**src/rtl/pc_fetch_ctrl.sv**
```systemverilog
// Program counter and fetch control for the 8-bit processor.
// Selects the next instruction address from increment, a signed relative
// offset or a 32-entry branch lookup table. Owns the IDLE/RUN/HALT
// sequencing, the done flag and a saturating run-cycle counter.
module pc_fetch_ctrl #(
   parameter int             PCW        = 12,
   parameter logic [PCW-1:0] START_ADDR = '0,
   parameter int             LUT_DEPTH  = 32
) (
   input  logic           clk,
   input  logic           reset,
   input  logic           start,
   input  logic [4:0]     alu_cmd,
   input  logic           do_branch,
   input  logic [4:0]     br_field,
   input  logic           lut_we,
   input  logic [4:0]     lut_addr,
   input  logic [PCW-1:0] lut_wdata,
   output logic [PCW-1:0] prog_ctr,
   output logic           fetch_en,
   output logic           branch_taken,
   output logic           done,
   output logic [15:0]    cycle_cnt
);

   localparam logic [4:0] CMD_B_LOOKUP = 5'b00001;
   localparam logic [4:0] CMD_B        = 5'b00010;
   localparam logic [4:0] CMD_BEQ      = 5'b00011;
   localparam logic [4:0] CMD_DONE     = 5'b10010;

   typedef enum logic [1:0] {
      S_IDLE,
      S_RUN,
      S_HALT
   } state_t;

   state_t         state;
   state_t         state_nxt;
   logic [PCW-1:0] pc_nxt;
   logic [15:0]    cnt_nxt;
   logic           taken_nxt;
   logic [PCW-1:0] lut [LUT_DEPTH];

   // Sign-extend the 5-bit branch immediate to PC width; the add then
   // wraps naturally modulo 2^PCW in both directions.
   function automatic logic signed [PCW-1:0] br_offset(input logic [4:0] f);
      return {{(PCW-5){f[4]}}, f};
   endfunction

   // Increment that sticks at the maximum count instead of wrapping.
   function automatic logic [15:0] sat_inc(input logic [15:0] v);
      return (v == 16'hFFFF) ? v : v + 16'd1;
   endfunction

   // Outputs decoded straight from state so reset clears them immediately.
   assign fetch_en = (state == S_RUN);
   assign done     = (state == S_HALT);

   // State, PC, counter and branch pulse registers.
   always_ff @(posedge clk or posedge reset) begin
      if (reset) begin
         state        <= S_IDLE;
         prog_ctr     <= '0;
         cycle_cnt    <= '0;
         branch_taken <= 1'b0;
      end else begin
         state        <= state_nxt;
         prog_ctr     <= pc_nxt;
         cycle_cnt    <= cnt_nxt;
         branch_taken <= taken_nxt;
      end
   end

   // Branch table: synchronous write, cleared by reset; reads are
   // combinational so a same-cycle write is seen only on the next cycle.
   always_ff @(posedge clk or posedge reset) begin
      if (reset) begin
         for (int i = 0; i < LUT_DEPTH; i++) begin
            lut[i] <= '0;
         end
      end else if (lut_we) begin
         lut[lut_addr] <= lut_wdata;
      end
   end

   // Next-state and next-PC selection; DONE has priority over any branch.
   always_comb begin
      state_nxt = state;
      pc_nxt    = prog_ctr;
      cnt_nxt   = cycle_cnt;
      taken_nxt = 1'b0;
      unique case (state)
         S_IDLE, S_HALT: begin
            if (start) begin
               state_nxt = S_RUN;
               pc_nxt    = START_ADDR;
               cnt_nxt   = '0;
            end
         end
         S_RUN: begin
            cnt_nxt = sat_inc(cycle_cnt);
            if (alu_cmd == CMD_DONE) begin
               state_nxt = S_HALT;
            end else if (do_branch && alu_cmd == CMD_B_LOOKUP) begin
               pc_nxt    = lut[br_field];
               taken_nxt = 1'b1;
            end else if (do_branch && (alu_cmd == CMD_BEQ || alu_cmd == CMD_B)) begin
               pc_nxt    = prog_ctr + $unsigned(br_offset(br_field));
               taken_nxt = 1'b1;
            end else begin
               pc_nxt = prog_ctr + 1'b1;
            end
         end
         default: begin
            state_nxt = S_IDLE;
         end
      endcase
   end

endmodule

```
**config.mk**
```make
export PLATFORM = sky130hd
export DESIGN_NAME = pc_fetch_ctrl
export DESIGN_NICKNAME = d
export VERILOG_FILES = /design/src/rtl/pc_fetch_ctrl.sv
export SDC_FILE = /design/constraint.sdc
export NUM_CORES = 1
export LEC_CHECK = 0
export CAP_MARGIN = 15
export CELL_PAD_IN_SITES_DETAIL_PLACEMENT = 1
export CELL_PAD_IN_SITES_GLOBAL_PLACEMENT = 2
export CORE_MARGIN = 5
export CORE_UTILIZATION = 49
export CTS_BUF_LIST = sky130_fd_sc_hd__clkbuf_16
export DETAILED_ROUTE_END_ITERATION = 6
export PLACE_DENSITY = 0.95
export SYNTH_ARGS = -nofsm -noshare
export SYNTH_HDL_FRONTEND = slang
export SYNTH_SLANG_ARGS = --single-unit
```
**constraint.sdc**
```tcl
create_clock -name clk -period 41.4 [get_ports clk]
set_input_delay 8.28 -clock clk [delete_from_list [all_inputs] [get_ports clk]]
set_output_delay 8.28 -clock clk [all_outputs]
set_load 0.01 [all_outputs]
```
==> After elaboration in Yosys (flattened, before gate mapping) <==
Index checks and enable logic that the tools add are counted.
{ "classes": {"reduce_logical": 10, "mux": 21, "order_cmp": 3, "n_addsub": 3, "n_bitwise": 2, "n_eq_ne": 11} }
{ "op_table": {"columns": ["cell", "count"], "rows": [
  ["384-bit bitwise mux", 1],
  ["12-bit 2-to-1 mux", 7],
  ["12-bit binary-select mux with 5-bit select", 1],
  ["12-bit demux with 5-bit select", 1],
  ["16-bit 2-to-1 mux", 2],
  ["16-bit case mux with 2 select lines", 1],
  ["12-bit case mux with 2 select lines", 1],
  ["16-bit by 1-bit adder with 16-bit output, second input constant", 1],
  ["16-bit equality test, second input constant", 1],
  ["12-bit by 1-bit adder with 12-bit output, second input constant", 1],
  ["12-bit adder", 1],
  ["6-bit >= comparator, second input constant", 2],
  ["5-bit NOT with 6-bit output", 2],
  ["5-bit by 2-bit equality test with 1-bit output, second input constant", 2],
  ["6-bit by 1-bit less-than comparator with 1-bit output, second input constant", 1],
  ["2-bit inequality test, second input constant", 3],
  ["3-bit AND reduction", 2],
  ["5-bit by 1-bit equality test with 1-bit output, second input constant", 1],
  ["5-bit equality test, second input constant", 1],
  ["1-bit 2-to-1 mux", 4],
  ["2-bit 2-to-1 mux", 2],
  ["2-bit case mux with 2 select lines", 1],
  ["1-bit logical AND", 3],
  ["2-bit by 1-bit equality test with 1-bit output, second input constant", 1],
  ["7 further kinds", 7]
]} }
{ "word_totals": {"ff_bits": 415, "wordCells": 86, "output_inout_bits": 31} }

==> Depth between registers and ports, before layout <==
{ "logic_depth": {"ltp_word": 7, "depth_mapped": 13} }

==> Least setup slack after synthesis <==
OpenSTA, ideal clock, no wires.
{ "synth_path": {"path_type": "input-to-reg", "from": "input port br_field[0]", "to": "register prog_ctr[4]", "stages": 13, "setup_ns": 0.130, "setup_slack_ns": 30.291, "arrival_time_ns": 10.979, "path_cell_list": "buf_4 buf_6 buf_2 buf_4 or3_1 ha_1 fa_1 a21o_1 a21oi_1 xnor2_1 o21ai_0 a22oi_1 o21ai_0"} }
{ "synth_via": {"elab_chain_len": 7, "word_cells_on_any_way": 9} }
{ "synth_rtl": {"columns": ["item", "line", "text"], "rows": [
  ["from (decl)", "15", "input logic [4:0] br_field,"],
  ["branches (longest 4 deep; another with 12-bit adder)", null, null],
  ["12-bit 2-to-1 mux *", "104", "end else if (do_branch && alu_cmd == CMD_B_LOOKUP) begin"],
  ["12-bit 2-to-1 mux *", "102", "if (alu_cmd == CMD_DONE) begin"],
  ["12-bit case mux with 2 select lines *", "92", "unique case (state)"],
  ["to (signal assigned)", "68", "prog_ctr <= pc_nxt;"],
  ["to (decl)", "19", "output logic [PCW-1:0] prog_ctr,"]
]} }
Every way passes the cells marked *. The select of a mux whose other input is x is not followed.
A chain may end at the register's enable or synchronous reset.

==> Final worst setup path <==
{ "layout_path": {"from": "input port br_field[1]", "to": "register prog_ctr[7]"} }
The elaborated chain is that of the path after synthesis.

==> results.json <==
{
  "grt_pass1_vias": 13656,
  "root_buffer": "clkbuf_16",
  "p_switching_w": 0.000325,
  "drv_slew": 0,
  "clockPowerShare_pct": 33.3,
  "whs_endpoint": "lut[41]",
  "setup_viol": 0,
  "yosysWarnings": 0,
  "clock_latency_ns": 0.56,
  "vias_per_cell": 6.24,
  "grt_usage_pct": 24.6,
  "syn_area_per_cell_um2": 14.7,
  "status": "completed",
  "final-hold-violation-count": 0,
  "drt-wirelength-per-cell_um": 27.9,
  "synth_ff_type": "dfrtp_1",
  "clkSinkCount": 415,
  "place_hpwl_um": 32100,
  "drc_errors": 0,
  "grt-busiest-layer": "met2",
  "design_area_mm2": 0.0222,
  "clock_skew_ns": 0.0223,
  "synth-seq-area-share_pct": 53.1,
  "die_area_mm2": 0.0440,
  "synth_edf_count": 0,
  "use_met3_pct": 4.96,
  "drtPass1Iterations": 5,
  "startpoint": "br_field[1]",
  "cp.required_ns": 41.80,
  "worstPathArrival_ns": 11.98,
  "cts_buffer_depth": 3,
  "async_flop_share_pct": 100,
  "antenna_found_initial": 1,
  "io_buffers": 62,
  "period_needed_ns": 11.59,
  "postCtsSetupRepairBufs": 0,
  "ioPinCount": 63,
  "cts_made_buffers": 44,
  "reg2reg_slack_ns": 38.77,
  "max_freq_mhz": 86.3,
  "synthCells": 1329,
  "grt_max_degree": 88,
  "area_delta_synth_final_pct": 13.4,
  "diodes": 0,
  "power.total_w": 0.00117,
  "core_area_mm2": 0.0396,
  "r2r_cells": 7,
  "nets": 1407,
  "vias": 12025,
  "met1_usage_pct": 31.1,
  "cts_tree": "yes",
  "ys_types": 60,
  "wirelength_um": 53700,
  "worst_pin_slew_ns": 1.22,
  "grt_pass1_wl_um": 83900,
  "ys_seq_elements": 415,
  "swShare_pct": 27.9,
  "p_int_w": 0.000840,
  "hold-path-cell-count": 1,
  "htreeDepth": 2,
  "fin_hold_ws_ns": 0.500,
  "finalCritPeriodShare_pct": 28.0,
  "power_leakage_nw": 9.81,
  "syn_nets": 1369,
  "place_area_mm2": 0.0206,
  "maxCapViolCount": 0,
  "ir_drop_mv": 0.0288,
  "crit_slowest_cell": "buf_4",
  "fp.dieH_um": 210,
  "reg2reg_from": "prog_ctr[1]",
  "criticalPathCategory": "in -> reg",
  "row_count": 73,
  "rsz0062_at_grt": "no",
  "cts.repair.resized": 0,
  "cp-end-kind": "flop",
  "synth_area_mm2": 0.0196,
  "crit_chain": "buf_4 -> buf_4 -> and2_1 -> ha_1 -> a211o_1 -> a21oi_1 -> nor3b_1 -> a211oi_1 -> o21ai_0 -> o311ai_0",
  "combPwrFrac_pct": 20.4,
  "clkTransAtPathRegs_ns": 0.06,
  "r2r_end": "prog_ctr[7]",
  "p_seq_share_pct": 46.3,
  "layout-drive-gt1-share_pct": 42.8,
  "grtUsageMet2_pct": 41.3,
  "ant_nets": 0,
  "start_kind": "input port",
  "cp_max_fo": 50,
  "place_congestion": 0.819,
  "slowest_delay_ns": 0.76,
  "hp-class": "reg -> reg",
  "die_w_um": 210,
  "powerDensity_mw_per_mm2": 52.5,
  "hold_buffers": 0,
  "finalSetupTns_ns": 0,
  "overflow": 0,
  "slew_headroom_pct": 18.6,
  "start_util_pct": 49.4,
  "cp_common_cell": "buf_4",
  "fill_cells": 3717,
  "drtIter0Drc": 857,
  "hold_start": "lut[41]"
}
## worst max-delay path, delay by kind of cell
| family | cells | cell delay, ns |
|---|---|---|
| buffers and inverters | 2 | 1.39 |
| and+or+nand+nor | 2 | 0.75 |
| AOI/OAI and AO/OA | 5 | 1.21 |
| adders and majority gates | 1 | 0.27 |
## sequential cells by signal, summed over array words and instances, names as in the netlist
signal / cells
lut: 384
cycle_cnt: 16
prog_ctr: 12
state: 2
branch_taken: 1
## power groups by stage
stage | Combinational (W) | Sequential, W | Clock (W)
2_1_floorplan | 0.000163 | 0.000525 | 0
3_3_place_gp | 0.000218 | 0.000533 | 0
3_5_place_dp | 0.000230 | 0.000541 | 0
4_1_cts | 0.000236 | 0.000538 | 0.000393
5_1_grt | 0.000256 | 0.000547 | 0.000411
6_report | 0.000238 | 0.000539 | 0.000388
## routing by layer
metal	vias to the layer above	wire, um
met5	-	20
met1	6517	21500
met4	2	2150
li1	5016	-
met3	131	2840
met2	359	27200
## cell families after synthesis
| family | synth area share (%) |
|---|---|
| xor gates and xnor gates | 0.492 |
| DFF | 53.1 |
| muxes | 36.0 |
| AOI/OAI and AO/OA | 2.78 |
| and+or+nand+nor | 4.57 |
| buffers and inverters | 2.51 |
| adders and majority gates | 0.550 |
## placed cells by master, fill, tap and decap left out, types with 6 or more instances in the layout
master / Yosys / routed
nand2b_1: 7 / 7
a211oi_1: 6 / 6
mux2i_1: 27 / 27
buf_4: 9 / 29
nand3_1: 12 / 12
mux2_2: 388 / 388
nand3b_1: 8 / 8
clkdlybuf4s50_1: 0 / 58
xnor2_1: 6 / 6
ha_1: 7 / 7
o21ai_0: 27 / 27
nor2b_1: 9 / 9
nor3_1: 9 / 9
nor2_1: 54 / 49
and3_1: 7 / 7
nand2_1: 38 / 38
a21oi_1: 16 / 16
nor3b_1: 6 / 6
clkbuf_16: 0 / 48
clkinv_1: 1 / 11
inv_1: 6 / 20
mux4_2: 107 / 107
dfrtp_1: 415 / 415
## area by class of cell
class / instances / area (um2) / share of cell area, %
clock inverters: 34 / 250 / 1.13
flip-flops and latches: 415 / 10400 / 46.8
repair buffers: 97 / 995 / 4.48
inverters: 7 / 33.8 / 0.152
multi-input cells: 802 / 8710 / 39.3
clock buffers: 46 / 1150 / 5.19
well taps: 525 / 657 / 2.96
## Yosys cell counts, types with 7 or more instances
cell type	instances	area, um2
and3_1	7	43.8
nand2_1	38	143
nor2_1	54	203
clkbuf_1	77	289
buf_4	9	67.6
nand2b_1	7	43.8
a21oi_1	16	80.1
buf_2	11	55.1
dfrtp_1	415	10400
nor3_1	9	45.0
mux2_2	388	4370
nand3_1	12	60.1
nand3b_1	8	60.1
ha_1	7	87.6
mux4_2	107	2410
nor2b_1	9	56.3
mux2i_1	27	270
o21ai_0	27	135
## worst max-delay path by stage
stage | to | slack [ns] | depth (start not counted)
3_3_place_gp | prog_ctr[11] | 29.38 | 11
3_5_place_dp | prog_ctr[7] | 29.31 | 10
2_1_floorplan | branch_taken | 21.57 | 1
4_1_cts | prog_ctr[7] | 29.85 | 10
6_report | prog_ctr[7] | 29.81 | 10
5_1_grt | prog_ctr[7] | 29.57 | 10
## stage by stage
stage / std cells / util, % / setup slack [ns]
after CTS: 1919 / 55.5 / 29.85
after global placement: 1839 / 52.0 / 29.38
final: 1926 / 56.0 / 29.81
after global routing: 1926 / 56.0 / 29.57
after floorplan: 1329 / - / 21.57
after detailed placement: 1839 / 52.0 / 29.31
(Power assumes the default switching activity.)
